[src/rtl/mem_access_unit.sv]
// Multi-cycle data-memory access stage: turns MEM-stage loads/stores into a req/ack bus
// transaction and stalls the pipeline until the access completes or times out.
module mem_access_unit #(
    parameter int unsigned TIMEOUT  = 16,
    parameter logic [31:0] ERR_DATA = 32'h0000_0000
) (
    input  logic        clk,
    input  logic        rst_n,
    input  logic        Mem_Read,
    input  logic        Mem_Write,
    input  logic [31:0] Memory_Address,
    input  logic [31:0] Write_Data_Memory,
    output logic [31:0] Read_Data_Memory,
    output logic        Mem_Stall,
    output logic        Align_Error,
    output logic        Bus_Error,
    output logic        bus_req,
    output logic        bus_we,
    output logic [31:0] bus_addr,
    output logic [31:0] bus_wdata,
    input  logic        bus_ack,
    input  logic [31:0] bus_rdata
);

    localparam int unsigned    CntW   = $clog2(TIMEOUT);
    localparam logic [CntW-1:0] CntMax = CntW'(TIMEOUT - 1);

    typedef enum logic [1:0] {StIdle, StReq, StDone} state_e;

    state_e          state_q;
    logic [CntW-1:0] cnt_q;
    logic            timeout_q;
    logic            req_q;
    logic            we_q;
    logic [31:0]     addr_q;
    logic [31:0]     wdata_q;
    logic [31:0]     rdata_q;

    logic access;
    logic aligned;
    logic start;

    assign access  = Mem_Read | Mem_Write;
    assign aligned = (Memory_Address[1:0] == 2'b00);
    assign start   = (state_q == StIdle) && access && aligned;

    // Combinational outputs are forced low while reset is held, even if a request is pending.
    assign Mem_Stall   = rst_n && (start || (state_q == StReq));
    assign Align_Error = rst_n && (state_q == StIdle) && access && !aligned;
    assign Bus_Error   = rst_n && (state_q == StDone) && timeout_q;

    assign bus_req          = req_q;
    assign bus_we           = we_q;
    assign bus_addr         = addr_q;
    assign bus_wdata        = wdata_q;
    assign Read_Data_Memory = rdata_q;

    always_ff @(posedge clk or negedge rst_n) begin
        if (!rst_n) begin
            state_q   <= StIdle;
            cnt_q     <= '0;
            timeout_q <= 1'b0;
            req_q     <= 1'b0;
            we_q      <= 1'b0;
            addr_q    <= '0;
            wdata_q   <= '0;
            rdata_q   <= '0;
        end else begin
            unique case (state_q)
                StIdle: begin
                    if (start) begin
                        req_q     <= 1'b1;
                        we_q      <= Mem_Write;  // write wins when both are set
                        addr_q    <= {Memory_Address[31:2], 2'b00};
                        wdata_q   <= Write_Data_Memory;
                        cnt_q     <= '0;
                        timeout_q <= 1'b0;
                        state_q   <= StReq;
                    end
                end
                StReq: begin
                    if (bus_ack) begin
                        req_q <= 1'b0;
                        if (!we_q) begin
                            rdata_q <= bus_rdata;
                        end
                        state_q <= StDone;
                    end else if (cnt_q == CntMax) begin
                        req_q <= 1'b0;
                        if (!we_q) begin
                            rdata_q <= ERR_DATA;
                        end
                        timeout_q <= 1'b1;
                        state_q   <= StDone;
                    end else begin
                        cnt_q <= cnt_q + CntW'(1);
                    end
                end
                StDone: begin
                    // Inputs still show the finished instruction here; never re-issue it.
                    timeout_q <= 1'b0;
                    state_q   <= StIdle;
                end
                default: state_q <= StIdle;
            endcase
        end
    end

endmodule

[config.mk]
export PLATFORM = sky130hd
export DESIGN_NAME = mem_access_unit
export DESIGN_NICKNAME = d
export VERILOG_FILES = /design/src/rtl/mem_access_unit.sv
export SDC_FILE = /design/constraint.sdc
export NUM_CORES = 1
export LEC_CHECK = 0
export ABC_AREA = 1
export CAP_MARGIN = 30
export CORE_ASPECT_RATIO = 0.5
export CORE_MARGIN = 10
export CORE_UTILIZATION = 37
export DETAILED_ROUTE_END_ITERATION = 7
export PLACE_DENSITY = 0.76
export SLEW_MARGIN = 10
export SYNTH_ARGS = -nofsm -noshare
export SYNTH_HDL_FRONTEND = slang
export SYNTH_SLANG_ARGS = --single-unit
[constraint.sdc]
create_clock -name clk -period 1.16 [get_ports clk]
set_input_delay 0.174 -clock clk [delete_from_list [all_inputs] [get_ports clk]]
set_output_delay 0.174 -clock clk [all_outputs]
set_load 0.1 [all_outputs]
# After elaboration in Yosys (flattened, before gate mapping)
# Cells that the tools add are included.
[op_classes]
add_sub_neg = 1
eq_ne = 8
n_mux = 20
bitwise_logic = 2
reduce_logical = 21
[op_table]
columns = ["operator", "n"]
rows = [
  ["$mux W32", 4],
  ["$mux W4", 3],
  ["$logic_and A1 B1 Y1", 8],
  ["$pmux W4 S2", 1],
  ["$reduce_and A4 Y1", 2],
  ["$mux W1", 6],
  ["$mux W2", 3],
  ["$ne A2 B2 Y1 const B", 3],
  ["$reduce_and A3 Y1", 2],
  ["$add A4 B1 Y4 const B", 1],
  ["$eq A4 B4 Y1 const B", 1],
  ["$logic_not A2 Y1", 2],
  ["$pmux W2 S2", 1],
  ["$reduce_and A2 Y1", 2],
  ["$reduce_bool A2 Y1", 2],
  ["$ne A3 B2 Y1 const B", 1],
  ["$pmux W1 S3", 1],
  ["$reduce_bool A3 Y1", 1],
  ["$eq A2 B1 Y1 const B", 1],
  ["$eq A2 B2 Y1 const B", 1],
  ["$ne A2 B1 Y1 const B", 1],
  ["$pmux W1 S2", 1],
  ["$logic_not A1 Y1", 1],
  ["$logic_or A1 B1 Y1", 1],
  ["2 further kinds", 2],
]
[word_totals]
reg_bits = 103
input_bits = 101
out_inout_bits = 101
word_cells = 60

# Depth between registers and ports, before layout
# Gate-level depths: netlist (run 1).
[depth]
ltp_word = 5
ltp_mapped = 7
ltp_nobuf = 6

# Worst setup path before layout (run 1)
# Ideal clock, no wire load.
[synth_timing]
path_type = "reg-to-output"
start = "reg state_q[0]"
end = "out Mem_Stall"
t_arrival_ns = 3.018
required_time_ns = 0.986
setup_slack_ns = -2.032
path_stages_with_launch = 5
path_buffers = 1
cell_sequence = "dfrtp_1 > nor2_2 > nand3_2 > buf_6 > a21boi_0"
[synth_via]
elab_chain_cells = 5
elab_cells_between_ends = 6
classes_between = "1 x eq/ne; 5 x reduce/logical"
[synth_rtl]
columns = ["element", "line", "source"]
rows = [
  ["start, declared", "30", "state_e state_q;"],
  ["start signal, assigned", "60", "state_q <= StIdle;"],
  ["start signal, assigned", "78", "state_q <= StReq;"],
  ["start signal, assigned", "87", "state_q <= StDone;"],
  ["$logic_not A2 Y1", "45", "assign start = (state_q == StIdle) && access && aligned;"],
  ["$logic_and A1 B1 Y1 (2 in series)", "45", ""],
  ["$logic_or A1 B1 Y1 *", "48", "assign Mem_Stall = rst_n && (start || (state_q == StReq));"],
  ["$logic_and A1 B1 Y1 *", "48", ""],
  ["end, declared", "14", "output logic Mem_Stall,"],
]
# Every way passes the cells marked *; elsewhere a longest branch is shown, timed or not.

# Final worst setup path (run 1)
[layout_timing]
start = "reg state_q[1]"
end = "out Mem_Stall"
# The elaborated chain is that of the path after synthesis.

==> flow_summary.yaml, run 1 <==
floorplanning:
  row_count: 27
  die_area_sq_um: 16900
  die_w_um: 174
  coreArea_sq_um: 11300
  start_util_pct: 38.8
  die_h_um: 97.0
  io_pins: 202
timing:
  relSlewSlack_pct: 59.7
  hold_viol: 11
  holdWs_ps: -14.6
  worst_slack_ps: -537
  fmax_mhz: 589
  setup_viol: 113
  finClkSkew_ps: 7.78
  report.final.slew_viol_count: 0
  period_needed_ps: 1700
  rsz0062_at_grt: "yes"
  fin_crit_sh_pct: 146
  worstMarginPinSlew_ps: 604
worst_setup_path:
  startpoint: "state_q[1]$_DFFE_PN0P_"
  cp.required_ps: 990
  endpoint: "Mem_Stall"
  worst-setup-path-type: "reg -> out"
  reg2reg_slack_ps: -490
  rr_endpoint: "bus_addr[31]$_DFFE_PN0P_"
  r2r_cells: 7
  endpoint_kind: "output pin"
  path_max_fanout: 2
  arrival_ps: 1520
  worstReg2RegStart: "state_q[0]$_DFFE_PN0P_"
  cp-start-kind: "register"
finish:
  syn2layout_area_growth_pct: 130
  multiInputGateArea_sq_um: 2050
  final_common_cell: "buf_12"
  drive_gt1_share_pct: 58.3
  final_cell_mix: "buf_12, clkdlybuf4s50_1, inv_1"
  final_nets: 871
  postLayoutCellArea_sq_um: 10100
  ff_latch_area_sq_um: 2640
  fillers: 408
yosys:
  yosysTopAreaCellShare_pct: 58.8
  ys_ff_latch: 103
  seq_area_frac_synth_pct: 58.8
  syn_area_sq_um: 4380
  yosysWarnings: 0
  ys_types: 24
  synthCells: 471
  yosysTopAreaCell: "dfrtp_1"
  syn_area_per_cell_sq_um: 9.31
  synthTopCellsByArea: "dfrtp_1, nand2_1, o21ai_2, o21ai_1, inv_1"
clock_tree:
  cts_made_buffers: 9
  ctsRootBufferMaster: "clkbuf_16"
  clkTransAtPathRegs_ps: 80
  cts_tree: "built"
  clock_sinks: 103
  clkLatencyLatePin_ps: 350
  cts.path.max_buffers: 2
  htreeDepth: 3
placed_design:
  dpl.hpwl_um: 10500
  postPlaceCellArea_sq_um: 7700
  gp_congestion: 0.764
  dp_slack_ps: -407
  io_buffers: 199
run_status:
  violations: "hold timing, setup timing"
  outcome: "finished with violations"
grt:
  grt_overflow: 0
  grt_use_total_pct: 23.1
  grt_max_degree: 47
  grt_antenna_before_repair: 1
  grt_pass1_wl_um: 30500
  grt_pass1_vias: 4991
detailed_routing:
  drt-initial-drc-count: 482
  drtPass1Iterations: 5
  drc: 0
  via_count: 4832
  detail-route-antenna-nets: 0
  wirelength_um: 23300
  via_per_inst: 5.17
  wl_per_cell_um: 25.0
power_and_ir_drop:
  cellLeakagePower_nw: 4.72
  irDropWorstVdd_mv: 1.61
  power_density_nw_per_um2: 2460
hold_path:
  hold_path.class: "in -> async"
flow_run:
  drv_cap: 0
==> cell type report <==
class	instances	area share, %
clock buffers	11	2.50
clock inverters	5	0.557
inverters	74	2.75
multi-input cells	270	20.3
repair buffers	311	45.8
flip-flops and latches	103	26.1
well taps	159	1.97
diodes	1	0.0248
==> power by group <==
part | total (W) | switching [W] | internal [W] | leakage [nW]
clock network | 0.00324 | 0.00145 | 0.00179 | 0.152
registers | 0.00597 | 0.00135 | 0.00462 | 1.26
logic | 0.0156 | 0.00963 | 0.00597 | 3.31
total | 0.0248 | 0.0124 | 0.0124 | 4.72
==> kinds of logic after synthesis <==
kind of cell / synth area share, %
other cells: 0.0856
fa+ha+maj: 0.285
compound gates: 14.1
xor+xnor: 0.200
simple gates: 15.4
buf+inv: 11.0
flops: 58.8
==> timing repair <==
item	in CTS	in global routing
endpoints found under the setup margin	108	152
gates resized for setup	174	92
gates cloned	31	1
setup buffers	22	43
hold endpoints to repair	57	0
pin swaps	11	13
hold buffers	1	0
==> cell usage after synthesis, drive strengths merged <==
library cell / count
ha: 1
a21boi: 1
clkbuf: 8
inv: 74
a21oi: 1
nor2: 12
xnor2: 1
conb: 1
nand2: 145
buf: 18
o21ai: 95
dfrtp: 103
nand3: 10
nor3: 1
==> worst min-delay path by stage <==
stage,from,cells past startpoint,endpoint
finish,rst_n,2,bus_wdata[3]$_DFFE_PN0P_
global route,rst_n,2,bus_wdata[8]$_DFFE_PN0P_
CTS,rst_n,2,bus_addr[26]$_DFFE_PN0P_
detailed placement,rst_n,2,timeout_q$_DFFE_PN0P_
global placement,rst_n,2,bus_we$_DFFE_PN0P_
floorplan,rst_n,0,Read_Data_Memory[0]$_DFFE_PN0P_
==> per-layer routing <==
layer  vias up  routed length (um)  global-route usage (%)
li1       2062                   -                       -
met3        78                1540                    6.73
met2       252               12400                    41.6
met4         0                1120                    10.9
met1      2440                8250                    24.4
met5         -                   0                       0
==> through the flow <==
| stage | total power [W] | hold WS (ps) | setup TNS (ps) | utilization (%) | std cells |
|---|---|---|---|---|---|
| after floorplan | 0.0134 | -122 | -8960 | - | 472 |
| after global placement | 0.0187 | 248 | -29180 | 68.2 | 827 |
| after detailed placement | 0.0189 | 240 | -31340 | 68.2 | 827 |
| after CTS | 0.0234 | 12.2 | -36560 | 85.1 | 897 |
| after global routing | 0.0254 | 28.8 | -46700 | 89.5 | 934 |
| final | 0.0248 | -14.6 | -42980 | 89.5 | 934 |
==> critical path, cell delays in order (launching register included) <==
cell	delay [ps]
dfrtp_1	430
buf_6	140
nor2_4	140
inv_2	80
a21boi_4	170
buf_12	190
==> sequential cells by signal, summed over array words and instances, names as in the netlist <==
name,count
cnt_q,4
Read_Data_Memory,32
bus_wdata,32
bus_we,1
state_q,2
bus_req,1
bus_addr,30
timeout_q,1
Note: power is estimated with default switching activity, not from simulation.
==> run 2, diff against run 1 <==
--- a/config.mk
+++ b/config.mk
@@ -10,6 +10,7 @@
 export CORE_ASPECT_RATIO = 0.5
 export CORE_MARGIN = 10
 export CORE_UTILIZATION = 37
+export CTS_CLUSTER_DIAMETER = 150
 export DETAILED_ROUTE_END_ITERATION = 7
 export PLACE_DENSITY = 0.76
 export SLEW_MARGIN = 10
==> results of run 2 <==
No change in the layout: final DEF, timing and power equal those of run 1.
